[src/rtl/data_mem_arbiter.sv]
// Round-robin arbiter that shares a single-port, word-addressed data memory between
// the CPU load/store stage (m0) and a DMA/debug loader (m1); one transaction per three cycles.
module data_mem_arbiter #(
  parameter int ADDR_W      = 7,
  parameter int DATA_W      = 32,
  parameter int CHECK_ALIGN = 1
) (
  input  logic              clock,
  input  logic              reset_n,
  input  logic              m0_req,
  input  logic              m0_we,
  input  logic [ADDR_W-1:0] m0_addr,
  input  logic [DATA_W-1:0] m0_wdata,
  output logic              m0_gnt,
  output logic              m0_done,
  output logic              m0_err,
  output logic [DATA_W-1:0] m0_rdata,
  input  logic              m1_req,
  input  logic              m1_we,
  input  logic [ADDR_W-1:0] m1_addr,
  input  logic [DATA_W-1:0] m1_wdata,
  output logic              m1_gnt,
  output logic              m1_done,
  output logic              m1_err,
  output logic [DATA_W-1:0] m1_rdata,
  output logic [ADDR_W-1:0] mem_address,
  output logic              mem_write,
  output logic              mem_read,
  output logic [DATA_W-1:0] mem_wdata,
  input  logic [DATA_W-1:0] mem_rdata,
  output logic [1:0]        dbg_state
);

  typedef enum logic [1:0] {
    S_IDLE   = 2'd0,
    S_ACCESS = 2'd1,
    S_RESP   = 2'd2
  } state_t;

  // Handshake: a requester raises req with stable fields and holds them until it
  // sees its one-cycle done; gnt marks ownership from ACCESS through RESP.

  state_t              r_state;
  state_t              w_state_nxt;
  logic                r_last_grant;
  logic                r_owner;
  logic                r_we;
  logic                r_mis;
  logic [1:0]          r_gnt;
  logic [1:0]          r_done;
  logic [1:0]          r_err;
  logic                r_write;
  logic                r_read;
  logic [ADDR_W-1:0]   r_addr;
  logic [DATA_W-1:0]   r_wdata;
  logic [DATA_W-1:0]   r_rdata0;
  logic [DATA_W-1:0]   r_rdata1;

  logic                w_any;
  logic                w_winner;
  logic                w_sel_we;
  logic [ADDR_W-1:0]   w_sel_addr;
  logic [DATA_W-1:0]   w_sel_wdata;
  logic                w_sel_mis;
  logic [DATA_W-1:0]   w_rd_val;

  logic                w_nxt_last;
  logic                w_nxt_owner;
  logic                w_nxt_we;
  logic                w_nxt_mis;
  logic [1:0]          w_nxt_gnt;
  logic [1:0]          w_nxt_done;
  logic [1:0]          w_nxt_err;
  logic                w_nxt_write;
  logic                w_nxt_read;
  logic [ADDR_W-1:0]   w_nxt_addr;
  logic [DATA_W-1:0]   w_nxt_wdata;
  logic [DATA_W-1:0]   w_nxt_rdata0;
  logic [DATA_W-1:0]   w_nxt_rdata1;

  // A tie goes to whoever was not granted last; a lone request simply wins.
  assign w_any       = m0_req | m1_req;
  assign w_winner    = (m0_req & m1_req) ? ~r_last_grant : m1_req;
  assign w_sel_we    = w_winner ? m1_we    : m0_we;
  assign w_sel_addr  = w_winner ? m1_addr  : m0_addr;
  assign w_sel_wdata = w_winner ? m1_wdata : m0_wdata;
  assign w_sel_mis   = (CHECK_ALIGN != 0) && (w_sel_addr[1:0] != 2'b00);
  assign w_rd_val    = r_mis ? '0 : mem_rdata;

  // State and output registers
  always_ff @(posedge clock or negedge reset_n) begin
    if (!reset_n) begin
      r_state      <= S_IDLE;
      r_last_grant <= 1'b1;
      r_owner      <= 1'b0;
      r_we         <= 1'b0;
      r_mis        <= 1'b0;
      r_gnt        <= 2'b00;
      r_done       <= 2'b00;
      r_err        <= 2'b00;
      r_write      <= 1'b0;
      r_read       <= 1'b0;
      r_addr       <= '0;
      r_wdata      <= '0;
      r_rdata0     <= '0;
      r_rdata1     <= '0;
    end else begin
      r_state      <= w_state_nxt;
      r_last_grant <= w_nxt_last;
      r_owner      <= w_nxt_owner;
      r_we         <= w_nxt_we;
      r_mis        <= w_nxt_mis;
      r_gnt        <= w_nxt_gnt;
      r_done       <= w_nxt_done;
      r_err        <= w_nxt_err;
      r_write      <= w_nxt_write;
      r_read       <= w_nxt_read;
      r_addr       <= w_nxt_addr;
      r_wdata      <= w_nxt_wdata;
      r_rdata0     <= w_nxt_rdata0;
      r_rdata1     <= w_nxt_rdata1;
    end
  end

  // Next-state logic
  always_comb begin
    w_state_nxt = S_IDLE;
    case (r_state)
      S_IDLE:   w_state_nxt = w_any ? S_ACCESS : S_IDLE;
      S_ACCESS: w_state_nxt = S_RESP;
      S_RESP:   w_state_nxt = S_IDLE;
      default:  w_state_nxt = S_IDLE;
    endcase
  end

  // Output logic: next values for every registered output
  always_comb begin
    w_nxt_last   = r_last_grant;
    w_nxt_owner  = r_owner;
    w_nxt_we     = r_we;
    w_nxt_mis    = r_mis;
    w_nxt_gnt    = r_gnt;
    w_nxt_done   = 2'b00;
    w_nxt_err    = r_err;
    w_nxt_write  = 1'b0;
    w_nxt_read   = 1'b0;
    w_nxt_addr   = r_addr;
    w_nxt_wdata  = r_wdata;
    w_nxt_rdata0 = r_rdata0;
    w_nxt_rdata1 = r_rdata1;
    case (r_state)
      S_IDLE: begin
        if (w_any) begin
          w_nxt_last  = w_winner;
          w_nxt_owner = w_winner;
          w_nxt_we    = w_sel_we;
          w_nxt_mis   = w_sel_mis;
          w_nxt_addr  = w_sel_addr;
          w_nxt_wdata = w_sel_wdata;
          w_nxt_gnt   = w_winner ? 2'b10 : 2'b01;
          w_nxt_write = w_sel_we & ~w_sel_mis;
          w_nxt_read  = ~w_sel_we & ~w_sel_mis;
        end
      end
      S_ACCESS: begin
        // ReadData settled at the negedge inside ACCESS; capture it now.
        w_nxt_done[r_owner] = 1'b1;
        w_nxt_err[r_owner]  = r_mis;
        if (!r_we) begin
          if (r_owner) w_nxt_rdata1 = w_rd_val;
          else         w_nxt_rdata0 = w_rd_val;
        end
      end
      S_RESP: begin
        w_nxt_gnt = 2'b00;
        w_nxt_err = 2'b00;
      end
      default: ;
    endcase
  end

  assign m0_gnt      = r_gnt[0];
  assign m1_gnt      = r_gnt[1];
  assign m0_done     = r_done[0];
  assign m1_done     = r_done[1];
  assign m0_err      = r_err[0];
  assign m1_err      = r_err[1];
  assign m0_rdata    = r_rdata0;
  assign m1_rdata    = r_rdata1;
  assign mem_address = r_addr;
  assign mem_write   = r_write;
  assign mem_read    = r_read;
  assign mem_wdata   = r_wdata;
  assign dbg_state   = r_state;

endmodule
[config.mk]
export PLATFORM = sky130hd
export DESIGN_NAME = data_mem_arbiter
export DESIGN_NICKNAME = d
export VERILOG_FILES = /design/src/rtl/data_mem_arbiter.sv
export SDC_FILE = /design/constraint.sdc
export NUM_CORES = 1
export LEC_CHECK = 0
export BUFFER_PORTS_ARGS = -buffer_cell sky130_fd_sc_hd__buf_2
export CORE_ASPECT_RATIO = 1.5
export CORE_MARGIN = 1
export CORE_UTILIZATION = 42
export CTS_CLUSTER_DIAMETER = 30
export CTS_CLUSTER_SIZE = 10
export DETAILED_ROUTE_END_ITERATION = 10
export PLACE_DENSITY = 0.82
export SETUP_SLACK_MARGIN = 0.02
export SLEW_MARGIN = 30
export SYNTH_ARGS = -nofsm -noshare
export SYNTH_HDL_FRONTEND = slang
export SYNTH_SLANG_ARGS = --single-unit
[constraint.sdc]
create_clock -name clock -period 1.4 [get_ports clock]
set_clock_uncertainty 0.05 [all_clocks]
set_input_delay 0.07 -clock clock [delete_from_list [all_inputs] [get_ports clock]]
set_output_delay 0.07 -clock clock [all_outputs]
set_load 0.01 [all_outputs]
==> flow_summary.ini <==
[status]
outcome = complete, but fails checks
violations = negative setup slack

[finish]
final_nets = 974
fill_cells = 596
final_cell_area_um2 = 9230
area_growth_pct = 86.0
drive_gt1_frac = 0.521
register_area_um2 = 2930
multi_input_area_um2 = 2370
diodes = 0

[yosys]
syn_avg_cell_area_um2 = 10.6
synth_cells = 469
synth_top_area_cell = dfrtp_1
synth_area_leaders = dfrtp_1, nand2_1, nand2b_1
yosys.area.top_type_share = 0.585
synth_area_um2 = 4960
synth_warnings = 0
synthArstFlopShare = 1.00
yosysSeqAreaShare = 0.590
syn_nets = 588
ys.flop_type = dfrtp_1
yosys.cell_types.count = 41
synth_enable_flop_cells = 0
ys_seq_elements = 117
synth.most_common_cell = dfrtp_1
synth_commonest_cells = dfrtp_1, nand2_1, o21ai_0

[placement]
hpwl_um = 9180
port_buffers = 228
pre_cts_ws_ns = -0.347
gp_congestion = 0.801
post_dp_cell_area_um2 = 6330

[sta]
fin_tns_setup_ns = -21.62
slew_headroom = 0.754
finalCritPeriodShare = 1.20
period_needed_ns = 1.68
fin_ws_ns = -0.280
setup_viol = 112
fmax_mhz = 595
rsz0062_at_grt = yes
holdWs_ns = 0.0503
slew_violations = 0
tightest_slew_ns = 0.369
hold_violations = 0

[power]
peakVddDrop_v = 0.00152
p_leak_uw = 0.00444
p_per_area_nw_per_um2 = 2250

[worst_setup_path]
cp_max_fo = 32
cp.required_ns = 1.67
cp-start-kind = flop
critPathKind = flop to flop
r2r-end = m0_rdata[17]$_DFFE_PN0P_
critPathLaunch = dbg_state[1]$_DFF_PN0_
critPathCaptureType = flop
r2r_slack_ns = -0.28
worst_r2r_path_depth = 5
cp.arrival_ns = 1.95
r2r-start = dbg_state[1]$_DFF_PN0_

[floorplanning]
die_width_um = 90.8
start_util = 0.430
fp.dieH_um = 135
core-area_um2 = 11500
io-pin-count = 229
num_rows = 48
die_area_um2 = 12300

[drt]
first_pass_iters = 5
drc = 0
dr_wl_met3_um = 1440
drtIter0Drc = 269
drt-total-wl_um = 21700
wl_met1_um = 7340
vias = 5587
vias_per_cell = 5.49
ant_nets = 0
top_layer = met4
wire_per_inst_um = 21.3
met2_length_um = 12000

[cts]
cts_tree = done
clkLatencyLatePin_ns = 0.42
clk_pin_slew_ns = 0.06
cts.htree.levels = 4
cts_buffer_depth = 2
clock_sinks = 117
cts_buffers = 17
clockRootBuffer = clkbuf_16

[global_routing]
grt_pass1_wl_um = 31000
antenna_found_initial = 0
overflow = 0
grt_max_degree = 56
grt_use_total = 0.331
grt_pass1_vias = 6112

[flow_run]
cap_violations = 0

[hold_path]
hold_path.class = primary input to async pin
per-stage QoR:
step	cells	power, µW	utilization
2_1_floorplan	469	9760	-
3_5_place_dp	836	12400	0.549
6_report	1018	20800	0.801
5_1_grt	1018	21600	0.801
3_3_place_gp	836	12000	0.549
4_1_cts	1013	19300	0.767
logic make-up after synthesis:
kind of cell	after synthesis	synth area share
compound gates	120	0.158
fa+ha+maj	3	0.00756
buf+inv	38	0.0542
flops	117	0.590
mux	3	0.00807
simple gates	188	0.182
state kept, by name (all words and copies together) (netlist names), 2 cells and up:
register	flops
m0_rdata	32
r_err	2
m1_rdata	32
mem_address	7
r_gnt	2
mem_wdata	32
r_done	2
dbg_state	2
cell usage in the layout, fill, tap and decap left out, drive strengths merged:
cell         netlist  layout
a22oi              1       1
mux2i              1       1
o22ai              2       2
o22a               1       1
or3b               1       1
nand3              3       3
clkbuf            15      19
nand2            102     102
or2b               1       1
or3                2       2
and3b              1       1
nand3b             3       3
clkinv             0       4
o21ai             67      69
nor2              20      20
inv                5       7
dfrtp            116     116
nor2b              3       3
a31oi             20      20
ha                 3       3
o21a               2       2
dfstp              1       1
bufinv             0       3
dlygate4sd3        0     112
a21oi              4       4
a21bo              1       1
a221o             19      19
a21boi             1       3
a22o               1       1
clkinvlp           0       5
and3              19      19
mux2               2       2
a32oi              1       1
buf               18     283
nand2b            32      32
and2               1       1
worst max-delay path by stage:
stage	endpoint	slack (ns)	cells after the start
global placement	r_mis$_DFFE_PN0N_	-0.29	6
floorplan	mem_address[2]$_DFFE_PN0N_	-0.18	7
detailed placement	mem_wdata[17]$_DFFE_PN0N_	-0.35	5
global route	m0_rdata[13]$_DFFE_PN0P_	-0.33	5
finish	m0_rdata[17]$_DFFE_PN0P_	-0.28	5
CTS	m0_rdata[0]$_DFFE_PN0P_	-0.21	6
per-layer routing:
layer,track usage,up-vias
met2,0.618,347
met1,0.324,2747
met3,0.0774,87
li1,-,2406
met5,0,-
met4,0.211,0
cell type report:
type | count | share of cell area
inverter | 5 | 0.00230
tap | 150 | 0.0203
clock inverter | 14 | 0.0191
timing repair buffer | 396 | 0.337
clock buffer | 18 | 0.0476
multi-input combinational | 318 | 0.257
sequential | 117 | 0.317
timing repair:
| action | in CTS | in global routing |
|---|---|---|
| cloned | 18 | 1 |
| setup buffers | 16 | 14 |
| pin swaps | 6 | 33 |
| endpoints found under the hold margin | 222 | 0 |
| setup endpoints to repair | 111 | 112 |
| resized for setup | 68 | 120 |
| hold buffers | 112 | 0 |
where the power goes:
| group | total (µW) | internal (µW) | switching [µW] |
|---|---|---|---|
| combinational | 10000 | 4920 | 5090 |
| clock | 4530 | 2860 | 1670 |
| sequential | 6240 | 4940 | 1310 |
| total | 20800 | 12700 | 8060 |
worst max-delay path: stages, from the launching register on:
cell     delay, ns
dfrtp_1       0.40
inv_2         0.10
ha_4          0.14
or3b_4        0.47
buf_16        0.21
o21ai_1       0.20
Note: power is estimated with default switching activity, not from simulation.
